## src/rtl/mem_arbiter.sv

```systemverilog
// ---------------------------------------------------------------------------
// mem_arbiter
// Line-fill / write-back arbiter between the I stage (line reads) and the
// D stage (line reads and evictions) and one fixed-latency memory port.
// Exactly one requester owns the memory port at a time. The owner receives
// its line in a register and a one-cycle ack pulse when the access is done.
//
// Ports
//   clk        clock, rising edge
//   reset      asynchronous, active-low reset
//   i_req      I-side read request, held until i_ack
//   i_addr     I-side byte address
//   i_ack      one-cycle pulse, i_line valid
//   i_line     I-side returned line (registered)
//   d_req      D-side request, held until d_ack
//   d_we       D-side write enable (1 = write d_wline)
//   d_addr     D-side byte address
//   d_wline    D-side write line
//   d_ack      one-cycle pulse, D access complete
//   d_rline    D-side returned line (registered)
//   mem_req    high for LATENCY cycles per access
//   mem_we     memory write enable
//   mem_addr   line-aligned memory address
//   mem_wline  memory write data
//   mem_rline  memory read data, sampled on the last mem_req cycle
//   mem_busy   high whenever an access is in flight
//
// Configuration macro
//   MEM_ARBITER_RR_EN  defined: round-robin on simultaneous requests
//                      undefined: fixed priority, D wins ties
// ---------------------------------------------------------------------------
module mem_arbiter #(
    parameter int ADDRESS_SIZE = 32,
    parameter int LINE_SIZE    = 128,
    parameter int LATENCY      = 5
) (
    input  logic                    clk,
    input  logic                    reset,
    input  logic                    i_req,
    input  logic [ADDRESS_SIZE-1:0] i_addr,
    output logic                    i_ack,
    output logic [LINE_SIZE-1:0]    i_line,
    input  logic                    d_req,
    input  logic                    d_we,
    input  logic [ADDRESS_SIZE-1:0] d_addr,
    input  logic [LINE_SIZE-1:0]    d_wline,
    output logic                    d_ack,
    output logic [LINE_SIZE-1:0]    d_rline,
    output logic                    mem_req,
    output logic                    mem_we,
    output logic [ADDRESS_SIZE-1:0] mem_addr,
    output logic [LINE_SIZE-1:0]    mem_wline,
    input  logic [LINE_SIZE-1:0]    mem_rline,
    output logic                    mem_busy
);

    localparam logic [1:0] S_IDLE = 2'd0;
    localparam logic [1:0] S_WAIT = 2'd1;
    localparam logic [1:0] S_DONE = 2'd2;

    localparam int OFFSET_BITS = $clog2(LINE_SIZE / 8);
    localparam int CNT_W       = (LATENCY > 1) ? $clog2(LATENCY) : 1;

    localparam logic [ADDRESS_SIZE-1:0] ALIGN_MASK = {ADDRESS_SIZE{1'b1}} << OFFSET_BITS;
    localparam logic [CNT_W-1:0]        CNT_LOAD   = CNT_W'(LATENCY - 1);

    logic [1:0]              r_state;
    logic [CNT_W-1:0]        r_cnt;
    logic                    r_ownerD;
    logic [ADDRESS_SIZE-1:0] r_addr;
    logic                    r_we;
    logic [LINE_SIZE-1:0]    r_wline;
    logic [LINE_SIZE-1:0]    r_iLine;
    logic [LINE_SIZE-1:0]    r_dLine;

    logic                    w_grantD;
    logic                    w_inWait;

    // Grant decision in IDLE. r_ownerD doubles as "last side granted", so in
    // round-robin mode I wins a tie when D was served last (including the
    // first tie after reset, since the owner resets to D).
`ifdef MEM_ARBITER_RR_EN
    assign w_grantD = d_req & (~i_req | ~r_ownerD);
`else
    assign w_grantD = d_req;
`endif

    always_ff @(posedge clk or negedge reset) begin
        if (!reset) begin
            r_state  <= S_IDLE;
            r_cnt    <= '0;
            r_ownerD <= 1'b1;
            r_addr   <= '0;
            r_we     <= 1'b0;
            r_wline  <= '0;
            r_iLine  <= '0;
            r_dLine  <= '0;
        end else begin
            case (r_state)
                S_IDLE: begin
                    if (i_req || d_req) begin
                        r_ownerD <= w_grantD;
                        r_addr   <= (w_grantD ? d_addr : i_addr) & ALIGN_MASK;
                        r_we     <= w_grantD & d_we;
                        r_wline  <= w_grantD ? d_wline : '0;
                        r_cnt    <= CNT_LOAD;
                        r_state  <= S_WAIT;
                    end
                end
                S_WAIT: begin
                    if (r_cnt == '0) begin
                        // Writes leave both line registers untouched.
                        if (!r_we) begin
                            if (r_ownerD) begin
                                r_dLine <= mem_rline;
                            end else begin
                                r_iLine <= mem_rline;
                            end
                        end
                        r_state <= S_DONE;
                    end else begin
                        r_cnt <= r_cnt - 1'b1;
                    end
                end
                S_DONE: begin
                    r_state <= S_IDLE;
                end
                default: begin
                    r_state <= S_IDLE;
                end
            endcase
        end
    end

    // Memory-side outputs are decoded from state so an asynchronous reset
    // drops them immediately; data fields are zero outside an access.
    assign w_inWait  = (r_state == S_WAIT);
    assign mem_req   = w_inWait;
    assign mem_we    = w_inWait & r_we;
    assign mem_addr  = w_inWait ? r_addr : '0;
    assign mem_wline = w_inWait ? r_wline : '0;
    assign mem_busy  = (r_state != S_IDLE);

    assign i_ack   = (r_state == S_DONE) & ~r_ownerD;
    assign d_ack   = (r_state == S_DONE) &  r_ownerD;
    assign i_line  = r_iLine;
    assign d_rline = r_dLine;

endmodule

```

## config.mk

```make
export PLATFORM = sky130hd
export DESIGN_NAME = mem_arbiter
export DESIGN_NICKNAME = d
export VERILOG_FILES = /design/src/rtl/mem_arbiter.sv
export SDC_FILE = /design/constraint.sdc
export NUM_CORES = 1
export LEC_CHECK = 0
export ABC_CLOCK_PERIOD_IN_PS = 3300
export CORE_AREA = 2 2 287 289
export CTS_CLUSTER_DIAMETER = 30
export DETAILED_ROUTE_END_ITERATION = 16
export DIE_AREA = 0 0 289 291
export SYNTH_ARGS = -nofsm -noshare
export SYNTH_HDL_FRONTEND = slang
export SYNTH_SLANG_ARGS = --single-unit
export TNS_END_PERCENT = 100
```

## constraint.sdc

```tcl
create_clock -name clk -period 3.3 [get_ports clk]
set_input_delay 0.66 -clock clk [delete_from_list [all_inputs] [get_ports clk]]
set_output_delay 0.66 -clock clk [all_outputs]
set_load 0.01 [all_outputs]
```

# --- Yosys cells after proc, flatten, opt, wreduce, memory -nomap -nowiden ---
# Cells that the tools add are included.
word_totals:
  out_inout_bits: 421
  word_cells: 40
  in_bits: 325
  register_bits: 419
classes:
  n_mux: 10
  n_addsub: 1
  eq_ne: 5
  reduce_logical: 10
  n_bitwise: 6
op_table:
  columns: ["op", "n"]
  rows:
  - ["$mux 128", 2]
  - ["$mux 32", 2]
  - ["$reduce_and 4->1", 2]
  - ["$mux 3", 2]
  - ["$pmux 3 s2", 1]
  - ["$and 1x1->1", 4]
  - ["$mux 2", 2]
  - ["$ne 2x2->1 const B", 2]
  - ["$pmux 2 s2", 1]
  - ["$reduce_and 2->1", 2]
  - ["$reduce_bool 2->1", 2]
  - ["$logic_not 3->1", 1]
  - ["$reduce_and 3->1", 1]
  - ["$sub 3x1->3 const B", 1]
  - ["$eq 2x1->1 const B", 1]
  - ["$eq 2x2->1 const B", 1]
  - ["$logic_not 2->1", 1]
  - ["$ne 2x1->1 const B", 1]
  - ["$not 1->1", 2]
  - ["$logic_or 1x1->1", 1]

# --- Logic depth before layout (Yosys ltp) ---
# Gate-level depths: netlist of the first run.
logic_depth:
  ltp_word: 3
  mapped_depth: 7
  ltp_nobuf: 5

# --- Worst setup path before layout of the first run ---
# No wires, ideal clock.
synth_timing:
  kind: "reg-to-output"
  from: "reg r_state[1]"
  to: "out mem_wline[100]"
  arrival_time_ns: 1.354
  path_slack_ns: 1.286
  path_stages_with_launch: 6
  cell_sequence: "dfrtp_1 nand2b_1 inv_1 clkbuf_1 clkbuf_1 and2_1"
synth_between:
  elab_chain_len: 2
synth_lines:
  columns: ["element", "line_no", "rtl"]
  rows:
  - ["start: declaration", "67", "logic [1:0] r_state;"]
  - ["start signal: assignment", "90", "r_state <= S_IDLE;"]
  - ["start signal: assignment", "107", "r_state <= S_WAIT;"]
  - ["start signal: assignment", "120", "r_state <= S_DONE;"]
  - ["$eq 2x1->1", "137", "assign w_inWait = (r_state == S_WAIT);"]
  - ["$mux 128", "141", "assign mem_wline = w_inWait ? r_wline : '0;"]
  - ["end: declaration", "52", "output logic [LINE_SIZE-1:0] mem_wline,"]
# No other way between the ends.

# --- Final worst setup path of the first run ---
layout_timing:
  from: "reg r_state[1]"
  to: "out mem_wline[24]"
# The elaborated chain is that of the path after synthesis.

==> results of run 1 <==
==> final cells by class <==
class                   count  area, um2
diodes                      2       5.00
clock buffers             140       2920
clock inverters            47        673
fillers                  7778      52100
inverters                   4       27.5
multi-input cells         652       5750
flip-flops and latches    419      10500
well taps                1070       1340
repair buffers            787       7920
repair inverters            1       5.00
==> stage by stage <==
| stage | utilization | cells | total power [W] |
|---|---|---|---|
| floorplan | - | 1166 | 0.0142 |
| global placement | 0.314 | 2932 | 0.0212 |
| detailed placement | 0.314 | 2932 | 0.0215 |
| CTS | 0.358 | 3120 | 0.0321 |
| global route | 0.359 | 3122 | 0.0333 |
| finish | 0.359 | 3122 | 0.0316 |
==> per-layer routing <==
layer,track usage,wire length [um],up-vias
li1,-,-,5777
met4,0.0626,1860,0
met2,0.240,30100,541
met3,0.0428,4660,107
met1,0.142,21300,6450
met5,0,0,-
==> path summary, 6_finish.rpt <==
path	from	end	cells after the start	slack [ns]
min reg2reg	r_addr[9]$_DFFE_PN0P_	r_addr[9]$_DFFE_PN0P_	2	0.49
max reg2reg	r_state[0]$_DFFE_PN0P_	r_wline[112]$_DFFE_PN0P_	4	0.72
min in group clk	r_addr[9]$_DFFE_PN0P_	r_addr[9]$_DFFE_PN0P_	2	0.49
max in group asynchronous	reset	r_ownerD$_DFFE_PN1P_	2	2.29
max	r_state[1]$_DFFE_PN0P_	mem_wline[24]	5	0.15
min	reset	d_rline[104]$_DFFE_PN0P_	1	0.05
==> worst max-delay path: cells and delay by family (launching register included) <==
family | cells | cell delay [ns]
flip-flops | 1 | 0.39
AND/OR/NAND/NOR | 2 | 0.47
buffers and inverters | 3 | 0.95
==> registers in the layout (all words and copies together) (netlist names) <==
register / cells
d_rline: 128
i_line: 128
r_wline: 128
r_addr: 28
r_cnt: 3
r_state: 2
r_ownerD: 1
r_we: 1
==> cells by family after synthesis <==
group                      count (synthesis)  share of synthesized area
xor gates and xnor gates                   1                   0.000523
and+or+nand+nor                          170                     0.0636
DFF                                      419                      0.627
other                                      1                   0.000224
AOI/OAI and AO/OA                        191                     0.0868
muxes                                    284                      0.189
buffers and inverters                     95                     0.0317
adders and majority gates                  2                    0.00150
==> layout by cell type (no fill, tap or decap), drive strengths merged, types with 24 or more instances in the layout <==
master / n
o21ai: 57
mux2: 256
dfrtp: 418
clkdlybuf4s50: 731
a22o: 129
clkinv: 24
buf: 56
and2: 157
clkbuf: 140
mux2i: 28
==> power by group through the flow <==
stage                     sequential [W]  combinational, W  clock (W)
after floorplan                  0.00949           0.00475          0
after global placement           0.00889            0.0123          0
after detailed placement         0.00902            0.0125          0
after CTS                        0.00898            0.0126     0.0105
after global routing             0.00928            0.0132     0.0108
final                            0.00898            0.0124     0.0102
==> timing repair <==
| item | 4_1_cts | 5_1_grt |
|---|---|---|
| setup endpoints to repair | 158 | 9 |
| cloned | 1 | 0 |
| setup buffers | 0 | 0 |
| resized for setup | 2 | 2 |
| pin swaps | 0 | 0 |
==> impl_metrics.env, run 1 <==
export IMPL_skew_ns=0.0447
export IMPL_numCtsBuffers=102
export IMPL_io_buffers=733
export IMPL_final_area_mm2=0.0291
export IMPL_hold_class="in -> async"
export IMPL_dieHeight_um=291
export IMPL_num_rows=105
export IMPL_tightest_slew_ns=0.816
export IMPL_pin_count=746
export IMPL_syn_avg_cell_area_um2=14.4
export IMPL_grt_total_usage=0.134
export IMPL_swShare=0.303
export IMPL_vias=12900
export IMPL_cp_slowest_cell="clkdlybuf4s50_1"
export IMPL_critPathArrivalTime_ns=2.49
export IMPL_p_per_area_mw_per_mm2=1090
export IMPL_internal_power_w=0.0220
export IMPL_relSlewSlack=0.455
export IMPL_slew_viol_final=0
export IMPL_hold_buffers=0
export IMPL_async_flop_share=1.00
export IMPL_clkTransAtPathRegs_ns=0.05
export IMPL_worstPathMaxFanout=33
export IMPL_status="finished, final reports clean"
export IMPL_period_needed_ns=3.15
export IMPL_drc=0
export IMPL_synthTopCellsByCount="dfrtp_1, mux2_2, and2_1, a22o_1, o21ai_0"
export IMPL_cts_tree="done"
export IMPL_synth_top_cell_by_area="dfrtp_1"
export IMPL_cap_violations=0
export IMPL_gp_congestion=0.848
export IMPL_crit_path_end_kind="primary output"
export IMPL_fin_crit_sh=0.953
export IMPL_synth_top_area_share=0.625
export IMPL_ir_worst_vdd_uv=689
export IMPL_yosysMostFrequentCell="dfrtp_1"
export IMPL_rsz0062_at_grt="no"
export IMPL_p_clk_frac=0.324
export IMPL_start_util=0.206
export IMPL_synth_cell_types=29
export IMPL_criticalPathCategory="reg -> out"
export IMPL_cp_start_kind="flip-flop"
export IMPL_setup_violations=0
export IMPL_cts_path_max_buffers=3
export IMPL_yosys_register_bits=419
export IMPL_h_tree_depth=3
export IMPL_grt_max_degree=84
export IMPL_fp_dieW_um=289
export IMPL_synth_edf_count=0
export IMPL_pwr_share_seq=0.284
export IMPL_wl_per_cell_um=18.5
export IMPL_max_freq_mhz=318
export IMPL_grt_pass1_vias=14000
export IMPL_clockRootBuffer="clkbuf_16"
export IMPL_cts_num_sinks=419
export IMPL_cpPeakStageDelay_ns=0.58
export IMPL_core_mm2=0.0812
export IMPL_synthFlopType="dfrtp_1"
export IMPL_tns_ns=0
export IMPL_hpwl_um=42000
export IMPL_clock_latency_ns=0.65
export IMPL_grt_overflow=0
export IMPL_worstPathRequired_ns=2.64
export IMPL_p_sw_w=0.00958
export IMPL_yosys_top_cells_area="dfrtp_1, mux2_2, a22o_1"
export IMPL_dp_slack_ns=0.416
export IMPL_yosysSeqAreaShare=0.627
export IMPL_finalWirelength_um=57900
export IMPL_drive_gt1_frac=0.239
export IMPL_drt_pre_antenna_iters=4
export IMPL_nets=2294
export IMPL_crit_path_cell_trace="nand2b_2 > clkinv_8 > buf_12 > and2_1 > clkdlybuf4s50_1"
export IMPL_yosysWarnings=0
export IMPL_hold_ws_ns=0.0549
export IMPL_die_area_mm2=0.0841
export IMPL_finalHoldViolCount=0
export IMPL_antenna_found_initial=2
export IMPL_drtIter0Drc=380
export IMPL_syn_to_final_growth_pct=74.0
export IMPL_postSynthCellCount=1163
export IMPL_setup_slack_ns=0.155
export IMPL_p_comb_frac=0.392
export IMPL_dpl_instance_area_mm2=0.0255
export IMPL_syn_area_mm2=0.0167
export IMPL_ant_nets=0
export IMPL_p_leak_nw=12.3
export IMPL_grt_pass1_wl_um=86300
export IMPL_vias_per_cell=4.12
No activity file was read; power rests on OpenSTA's default activity.
==> run 2, diff against run 1 <==
Settings changed: SETUP_SLACK_MARGIN set to 0.4.
==> run 2 against run 1 <==
Against the previous run:
- utilization up 0.32 points
- clock power about the same
- combinational power about the same
- largest power group unchanged
- sequential share of layout area down 0.32 points
- global-route usage up 0.21 points
- register-to-register slack better by 0.13 ns
- die area unchanged
==> impl_metrics.env, run 2 (same netlist as run 1, synthesis figures left out) <==
export IMPL_status="finished, final reports clean"
export IMPL_max_freq_mhz=349
export IMPL_hold_buffers=0
export IMPL_worstPathRequired_ns=2.64
export IMPL_vias_per_cell=4.12
export IMPL_period_needed_ns=2.86
export IMPL_grt_pass1_wl_um=87300
export IMPL_tightest_slew_ns=0.836
export IMPL_stdcell_count=3145
export IMPL_grt_pass1_vias=14100
export IMPL_criticalPathCategory="reg -> out"
export IMPL_hpwl_um=42000
export IMPL_start_util=0.206
export IMPL_finalWirelength_um=59200
export IMPL_drive_gt1_frac=0.249
export IMPL_vias=13000
export IMPL_pin_count=746
export IMPL_setup_violations=0
export IMPL_cts_tree="done"
export IMPL_clockRootBuffer="clkbuf_16"
export IMPL_wl_per_cell_um=18.8
export IMPL_fin_crit_sh=0.867
export IMPL_fp_dieW_um=289
export IMPL_ff_latch_area_mm2=0.0105
export IMPL_cp_start_kind="flip-flop"
export IMPL_tns_ns=0
export IMPL_final_cell_mix="clkdlybuf4s50_1, dfrtp_1, mux2_2"
export IMPL_dieHeight_um=291
export IMPL_p_leak_nw=13.4
export IMPL_drc=0
export IMPL_final_common_cell="clkdlybuf4s50_1"
export IMPL_clock_latency_ns=0.65
export IMPL_critPathArrivalTime_ns=2.20
export IMPL_nets=2317
export IMPL_grt_total_usage=0.136
export IMPL_cts_path_max_buffers=3
export IMPL_drt_pre_antenna_iters=4
export IMPL_p_per_area_mw_per_mm2=1080
export IMPL_relSlewSlack=0.441
export IMPL_skew_ns=0.0461
export IMPL_slew_viol_final=0
export IMPL_numCtsBuffers=102
export IMPL_fill_cells=7783
export IMPL_worstPathMaxFanout=13
export IMPL_cts_num_sinks=419
export IMPL_dp_cells=2932
export IMPL_gp_congestion=0.848
export IMPL_grt_overflow=0
export IMPL_hold_class="in -> async"
export IMPL_ir_worst_vdd_uv=642
export IMPL_crit_path_end_kind="primary output"
export IMPL_finalHoldViolCount=0
export IMPL_antenna_found_initial=2
export IMPL_multiInputGateArea_mm2=0.00575
export IMPL_io_buffers=733
export IMPL_h_tree_depth=3
export IMPL_syn_to_final_growth_pct=75.6
export IMPL_rsz0062_at_grt="yes"
export IMPL_grt_max_degree=84
export IMPL_die_area_mm2=0.0841
export IMPL_clkTransAtPathRegs_ns=0.05
export IMPL_num_rows=105
export IMPL_drtIter0Drc=380
export IMPL_cap_violations=0
export IMPL_core_mm2=0.0812
export IMPL_ant_nets=0
==> run 2: cell types whose count changed in the layout (fill, tap and decap cells not counted), sizes merged <==
| cell | delta |
|---|---|
| inv | +1 |
| clkdlybuf4s15 | +5 |
| clkinv | +1 |
| dlygate4sd2 | +98 |
| buf | +20 |
| clkbuf | +3 |
| dlymetal6s2s | +40 |
| clkdlybuf4s50 | -145 |
==> run 2: cell type report <==
class,instances,area share
sequential,419,0.357
clock inverter,47,0.0229
timing repair buffer,808,0.277
clock buffer,140,0.0993
tap,1070,0.0456
inverter,4,0.000937
timing repair inverter,3,0.00115
multi-input combinational,652,0.196
antenna,2,0.000170
==> run 2: repair_timing <==
item | CTS | global route
resized for setup | 122 | 50
buffers inserted | 7 | 12
gates cloned | 3 | 2
setup endpoints to repair | 159 | 57
pin swaps | 0 | 0
==> run 2: per-layer routing <==
metal | global-route usage | vias to the layer above | share of wire
met4 | 0.0626 | 0 | 0.032
met3 | 0.0428 | 111 | 0.080
met2 | 0.245 | 540 | 0.52
li1 | - | 5826 | -
met5 | 0 | - | 0
met1 | 0.144 | 6475 | 0.37
==> run 2: through the flow <==
stage | worst slack (ns) | instance area, um2 | util | total power, W | hold slack, ns
floorplan | 1.29 | 16700 | - | 0.0142 | 0.364
global placement | 0.444 | 25500 | 0.314 | 0.0212 | 0.479
detailed placement | 0.416 | 25500 | 0.314 | 0.0215 | 0.482
CTS | 0.243 | 29100 | 0.359 | 0.0319 | 0.0399
global route | 0.346 | 29400 | 0.362 | 0.0334 | 0.0644
finish | 0.439 | 29400 | 0.362 | 0.0317 | 0.0569
==> run 2: final timing paths <==
kind,startpoint,slack (ns),depth (start not counted),end
setup / recovery,r_state[1]$_DFFE_PN0P_,0.44,5,mem_wline[83]
hold / removal,reset,0.06,1,d_rline[73]$_DFFE_PN0P_
setup reg to reg,r_state[1]$_DFFE_PN0P_,0.85,5,r_wline[119]$_DFFE_PN0P_
hold reg to reg,r_wline[14]$_DFFE_PN0P_,0.49,1,r_wline[14]$_DFFE_PN0P_
max in group asynchronous,reset,2.29,2,r_ownerD$_DFFE_PN1P_
min in group clk,r_wline[14]$_DFFE_PN0P_,0.49,1,r_wline[14]$_DFFE_PN0P_
==> run 2: worst max-delay path, cell delays in order, from the launching register on <==
cell and delay, ns:
dfrtp_1 0.40, nand2b_4 0.19, buf_4 0.15, clkinv_4 0.12, and2_1 0.16, clkdlybuf4s50_1 0.54
==> run 2: where the power goes <==
part / total, W / switching [W] / internal (W) / leakage (nW)
clock network: 0.0102 / 0.00316 / 0.00708 / 1.75
logic: 0.0125 / 0.00527 / 0.00720 / 6.65
registers: 0.00898 / 0.00132 / 0.00766 / 5.05
